`src/rtl/qspi_master_ctrl.sv`:
```
// qspi_master_ctrl: mode-0 SPI / quad-SPI master sequencer.
// LSB-first 16/32-bit transfers on 1/2/4 lanes with CS burst.
module qspi_master_ctrl #(
  parameter int unsigned HALF_DIV = 2,
  parameter int unsigned CS_GAP   = 2
) (
  input  logic        clk,
  input  logic        rst_n,
  input  logic        req_valid,
  output logic        req_ready,
  input  logic [1:0]  req_lanes,
  input  logic        req_dword,
  input  logic        req_burst,
  input  logic [31:0] req_data,
  output logic        rsp_valid,
  output logic [31:0] rsp_data,
  output logic        busy,
  output logic [3:0]  mosi,
  input  logic [3:0]  miso,
  output logic        sclk,
  output logic        cs_n
);

  localparam logic [2:0] ST_IDLE  = 3'd0;
  localparam logic [2:0] ST_SETUP = 3'd1;
  localparam logic [2:0] ST_HIGH  = 3'd2;
  localparam logic [2:0] ST_LOW   = 3'd3;
  localparam logic [2:0] ST_HOLD  = 3'd4;
  localparam logic [2:0] ST_GAP   = 3'd5;

  localparam logic [7:0] HD_LAST  = 8'(HALF_DIV - 1);
  localparam logic [7:0] GAP_LAST = 8'(CS_GAP - 1);

  logic [2:0]  state;
  logic [7:0]  cnt;
  logic [5:0]  beat;
  logic [1:0]  lw_q;
  logic        dword_q;
  logic        burst_q;
  logic [31:0] tx_q;
  logic [31:0] rx_q;

  logic [1:0]  req_lw;
  logic        accept;
  logic        ph_done;
  logic        gap_done;
  logic [5:0]  last_idx;
  logic        last_beat;
  logic [31:0] tx_nxt;
  logic [31:0] rx_nxt;

  // lane code 0=x1, 1=x2, 2=x4
  function automatic logic [3:0] lane_bits(
    input logic [31:0] d,
    input logic [1:0]  lw
  );
    logic [3:0] r;
    r = 4'h0;
    unique case (1'b1)
      lw == 2'd2: r = d[3:0];
      lw == 2'd1: r = {2'b00, d[1:0]};
      default:    r = {3'b000, d[0]};
    endcase
    return r;
  endfunction

  // request decode, phase timing and beat bookkeeping
  always_comb begin
    req_lw    = (req_lanes == 2'd3) ? 2'd0 : req_lanes;
    accept    = req_valid && req_ready;
    ph_done   = (cnt == HD_LAST);
    gap_done  = (cnt == GAP_LAST);
    last_idx  = ((dword_q ? 6'd32 : 6'd16) >> lw_q) - 6'd1;
    last_beat = (beat == last_idx);
  end

  // next TX word and RX shift for the latched lane width
  always_comb begin
    tx_nxt = tx_q >> 1;
    rx_nxt = {miso[0], rx_q[31:1]};
    unique case (1'b1)
      lw_q == 2'd2: begin
        tx_nxt = tx_q >> 4;
        rx_nxt = {miso, rx_q[31:4]};
      end
      lw_q == 2'd1: begin
        tx_nxt = tx_q >> 2;
        rx_nxt = {miso[1:0], rx_q[31:2]};
      end
      default: ;
    endcase
  end

  // transfer sequencer with registered bus and host outputs
  always_ff @(posedge clk or negedge rst_n) begin
    if (!rst_n) begin
      state     <= ST_IDLE;
      cnt       <= 8'd0;
      beat      <= 6'd0;
      lw_q      <= 2'd0;
      dword_q   <= 1'b0;
      burst_q   <= 1'b0;
      tx_q      <= 32'd0;
      rx_q      <= 32'd0;
      req_ready <= 1'b0;
      rsp_valid <= 1'b0;
      rsp_data  <= 32'd0;
      busy      <= 1'b0;
      mosi      <= 4'h0;
      sclk      <= 1'b0;
      cs_n      <= 1'b1;
    end else begin
      rsp_valid <= 1'b0;
      unique case (state)
        ST_IDLE: begin
          if (accept) begin
            state     <= ST_SETUP;
            cnt       <= 8'd0;
            beat      <= 6'd0;
            lw_q      <= req_lw;
            dword_q   <= req_dword;
            burst_q   <= req_burst;
            tx_q      <= req_data;
            mosi      <= lane_bits(req_data, req_lw);
            sclk      <= 1'b0;
            cs_n      <= 1'b0;
            req_ready <= 1'b0;
            busy      <= 1'b1;
          end else begin
            req_ready <= 1'b1;
          end
        end
        ST_SETUP: begin
          if (ph_done) begin
            state <= ST_HIGH;
            cnt   <= 8'd0;
            sclk  <= 1'b1;
          end else begin
            cnt <= cnt + 8'd1;
          end
        end
        ST_HIGH: begin
          if (ph_done) begin
            cnt  <= 8'd0;
            sclk <= 1'b0;
            rx_q <= rx_nxt;
            if (last_beat) begin
              state <= ST_HOLD;
              mosi  <= 4'h0;
            end else begin
              state <= ST_LOW;
              beat  <= beat + 6'd1;
              tx_q  <= tx_nxt;
              mosi  <= lane_bits(tx_nxt, lw_q);
            end
          end else begin
            cnt <= cnt + 8'd1;
          end
        end
        ST_LOW: begin
          if (ph_done) begin
            state <= ST_HIGH;
            cnt   <= 8'd0;
            sclk  <= 1'b1;
          end else begin
            cnt <= cnt + 8'd1;
          end
        end
        ST_HOLD: begin
          if (ph_done) begin
            cnt       <= 8'd0;
            rsp_valid <= 1'b1;
            rsp_data  <= dword_q ? rx_q : {16'h0000, rx_q[31:16]};
            if (burst_q) begin
              state     <= ST_IDLE;
              req_ready <= 1'b1;
              busy      <= 1'b0;
            end else begin
              state <= ST_GAP;
              cs_n  <= 1'b1;
            end
          end else begin
            cnt <= cnt + 8'd1;
          end
        end
        ST_GAP: begin
          if (gap_done) begin
            state     <= ST_IDLE;
            cnt       <= 8'd0;
            req_ready <= 1'b1;
            busy      <= 1'b0;
          end else begin
            cnt <= cnt + 8'd1;
          end
        end
        default: begin
          state <= ST_IDLE;
          cnt   <= 8'd0;
        end
      endcase
    end
  end

endmodule

```
`config.mk`:
```
export PLATFORM = sky130hd
export DESIGN_NAME = qspi_master_ctrl
export DESIGN_NICKNAME = d
export VERILOG_FILES = /design/src/rtl/qspi_master_ctrl.sv
export SDC_FILE = /design/constraint.sdc
export NUM_CORES = 1
export LEC_CHECK = 0
export CELL_PAD_IN_SITES_DETAIL_PLACEMENT = 1
export CELL_PAD_IN_SITES_GLOBAL_PLACEMENT = 2
export CORE_MARGIN = 1
export CORE_UTILIZATION = 36
export CTS_BUF_LIST = sky130_fd_sc_hd__clkbuf_4
export DETAILED_ROUTE_END_ITERATION = 8
export PLACE_DENSITY = 0.87
export RECOVER_POWER = 100
export SLEW_MARGIN = 30
export SYNTH_ARGS = -nofsm -noshare
export SYNTH_HDL_FRONTEND = slang
export SYNTH_SLANG_ARGS = --single-unit
```
`constraint.sdc`:
```
create_clock -name clk -period 3.8 [get_ports clk]
set_clock_uncertainty 0.2 [all_clocks]
set_input_delay 0.76 -clock clk [delete_from_list [all_inputs] [get_ports clk]]
set_output_delay 0.76 -clock clk [all_outputs]
set_load 0.01 [all_outputs]
```
==> results of run 1 <==
cell type report:
type | instances | area (sq um) | area share, %
flip-flops and latches | 125 | 3130 | 39.2
clock buffers | 18 | 135 | 1.69
inverters | 12 | 45.0 | 0.564
multi-input cells | 546 | 3280 | 41.2
diodes | 1 | 2.50 | 0.0314
well taps | 229 | 287 | 3.59
clock inverters | 14 | 199 | 2.49
repair buffers | 94 | 898 | 11.3
worst max-delay path, stage by stage (launching register included):
cell and delay [ns]:
sky130_fd_sc_hd__dfrtp_1 0.42, sky130_fd_sc_hd__inv_1 0.09, sky130_fd_sc_hd__ha_1 0.16, sky130_fd_sc_hd__nor4b_1 0.55, sky130_fd_sc_hd__nand2_1 0.34, sky130_fd_sc_hd__or4_2 1.08, sky130_fd_sc_hd__nand2_1 0.21, sky130_fd_sc_hd__o21ai_0 0.11
per-stage QoR:
stage | hold WS (ns) | cell area (sq um)
detailed placement | 0.269 | 7660
CTS | 0.00450 | 8000
floorplan | 0.250 | 6720
global route | 0.323 | 7980
finish | 0.286 | 7980
global placement | 0.261 | 7660
power by group:
part	total (W)	internal (W)	switching, W
combinational	0.00253	0.000944	0.00159
clock	0.00110	0.000586	0.000514
sequential	0.00213	0.00165	0.000478
total	0.00577	0.00318	0.00258
routing by layer:
| layer | routed length, microns | vias to the layer above |
|---|---|---|
| li1 | - | 2827 |
| met1 | 8750 | 2974 |
| met2 | 9450 | 135 |
| met3 | 804 | 25 |
| met4 | 333 | 0 |
| met5 | 0 | - |
registers in the layout, indices dropped and copies added (netlist names), 2 cells and up:
signal    cells
tx_q         31
beat          6
cnt           8
rsp_data     32
mosi          4
state         3
lw_q          2
rx_q         32
final timing paths:
path | to | slack, ns | from
hold reg to reg | rsp_data[7] | 0.29 | rsp_data[7]
hold / removal | rsp_data[7] | 0.29 | rsp_data[7]
max in group asynchronous | rsp_data[6] | 0.68 | rst_n
setup reg to reg | rsp_data[9] | 0.45 | cnt[1]
setup / recovery | rsp_data[9] | 0.45 | cnt[1]
min in group asynchronous | rx_q[24] | 0.90 | rst_n
kinds of logic after synthesis:
family	count (synthesis)	share of synthesized area [%]
fa+ha+maj	13	2.42
simple gates	242	15.4
flops	125	46.6
compound gates	257	25.9
mux	18	2.68
buf+inv	78	4.90
xor+xnor	16	2.09
cell usage in the layout (no fill, tap or decap), drive strengths merged, types with 2 or more instances in the layout:
cell type / n
bufinv: 5
o2111ai: 26
o21ai: 78
clkbuf: 22
clkdlybuf4s50: 41
a31oi: 7
xor2: 9
buf: 8
nand2: 132
or3: 4
a22oi: 60
nand3: 13
nor2: 64
inv: 12
nor3: 4
nand4: 7
nor4: 3
nor4b: 2
dlygate4sd3: 41
and3: 2
nor2b: 2
o221a: 26
dfrtp: 124
clkinv: 9
mux2i: 18
xnor2: 7
a21oi: 50
and2: 3
ha: 13
a21o: 2
==> impl_metrics.json, run 1 <==
{
  "power.ir.vdd_worst_v": 0.000479,
  "final_max_slew_viols": 50,
  "clk-insertion-delay-late_ns": 0.55,
  "ys.flop_type": "sky130_fd_sc_hd__dfrtp_1",
  "cts_sinks": 125,
  "buffer_ports.inserted": 83,
  "setup.worst_path.start_class": "register",
  "die_ar_sq_um": 19200,
  "min_cycle_time_layout_ns": 3.35,
  "netlist_instances": 749,
  "setup_total_negative_slack_ns": 0,
  "finish.utilization_pct": 44.0,
  "cp_data_arrival_time_ns": 3.54,
  "final.fill_count": 2114,
  "routedWlPerCell_microns": 18.6,
  "synth.top_cells.by_count": "sky130_fd_sc_hd__nand2_1 (131), sky130_fd_sc_hd__dfrtp_1 (124), sky130_fd_sc_hd__o21ai_0 (76)",
  "postRouteAntennaNets": 0,
  "tritoncts.num_buffers": 17,
  "synth-seq-cells": 125,
  "dpl.hpwl_microns": 12900,
  "first_global_vias": 6137,
  "min_delay_path_depth": 2,
  "drt-initial-drc-count": 328,
  "synth_seq_area_share_pct": 46.6,
  "globalRouteOverflowTotal": 0,
  "routabilityCongestion": 0.804,
  "yosysWarningCount": 0,
  "groute.layer.met3.usage_pct": 3.87,
  "route.detailed.vias_per_inst": 5.74,
  "ios": 84,
  "numPlacedInstances": 1006,
  "gr-max-usage-layer": "met2",
  "globalRouteMet1Util_pct": 27.0,
  "worst_pin_slew_ns": 2.81,
  "detail_route.wirelength_microns": 19300,
  "core_area_sq_um": 18100,
  "drc_errors": 5,
  "power_leakage_nw": 3.27,
  "grt_pass1_wl_microns": 32200,
  "pin_count_of_the_biggest_net_entering_global_routing": 68,
  "power.density_nw_per_um2": 722,
  "final_min_period_over_clock_period_pct": 88.1,
  "dp_worst_setup_slack_ns": 0.626,
  "hold_violations": 0,
  "cts_post_setup_buffers_inserted": 0,
  "synth_edf_count": 0,
  "path_clk_slew_ns": 0.11,
  "global_route_usage_over_all_layers_pct": 20.9,
  "antenna_found_initial": 1,
  "slew_headroom_pct": -87.5,
  "crit_path_max_fanout": 65,
  "outcome": "complete, but fails checks",
  "final_cells": 1039,
  "netlist_top_cells_area": "sky130_fd_sc_hd__dfrtp_1 (46%), sky130_fd_sc_hd__nand2_1 (7.3%), sky130_fd_sc_hd__a22oi_1 (6.7%)",
  "timing.fmax_mhz": 299,
  "setup_viol": 0,
  "max-clock-path-buffers": 2,
  "cts_root_buffer": "sky130_fd_sc_hd__clkbuf_4",
  "synth_async_sr_flop_share_pct": 100,
  "yosysMostFrequentCell": "sky130_fd_sc_hd__nand2_1",
  "worst_r2r_path_depth": 7,
  "post_route_cells_drive_above_1_share_pct": 6.80,
  "drv.max_cap_violation_count": 1,
  "crit_path_end_kind": "register",
  "dr.pass1.iters": 6,
  "cts_tree": "yes",
  "required_time_of_the_critical_path_ns": 4.00,
  "layout_setup_ws_ns": 0.453,
  "die-width_microns": 139,
  "signed_area_change_from_the_synthesized_netlist_to_the_final_layout_pct": 18.8,
  "final_nets": 852,
  "finalPower_w": 0.00577,
  "cts_hold_buffers": 0,
  "worstHoldPathType": "register to register",
  "synth.lib_cells_used.distinct": 48,
  "groute.layer.met2.usage_pct": 34.9,
  "h_tree_lvls": 4,
  "ctsResizeCount": 0,
  "synth_area_per_cell_sq_um": 8.97,
  "synth_area_sq_um": 6720,
  "failed_checks": "DRC, capacitance limit, slew limit",
  "synth.largest_area_cell": "sky130_fd_sc_hd__dfrtp_1",
  "floorplan.initialDensity_pct": 37.0,
  "die_height_microns": 139,
  "synth_fp_nets": 805,
  "grt_setup_unrepaired": "false",
  "num_rows": 49,
  "path_class": "register to register",
  "synth_top_cell_area_share_pct": 46.2,
  "vias": 5961
}
No activity file was read; power rests on OpenSTA's default activity.
==> run 2, diff against run 1 <==
- CTS_CLUSTER_DIAMETER: default -> 40
- CTS_CLUSTER_SIZE: default -> 24
- SKIP_CTS_REPAIR_TIMING: default -> 1
==> results of run 2 <==
Final layout, timing and power as in run 1 (identical DEF).
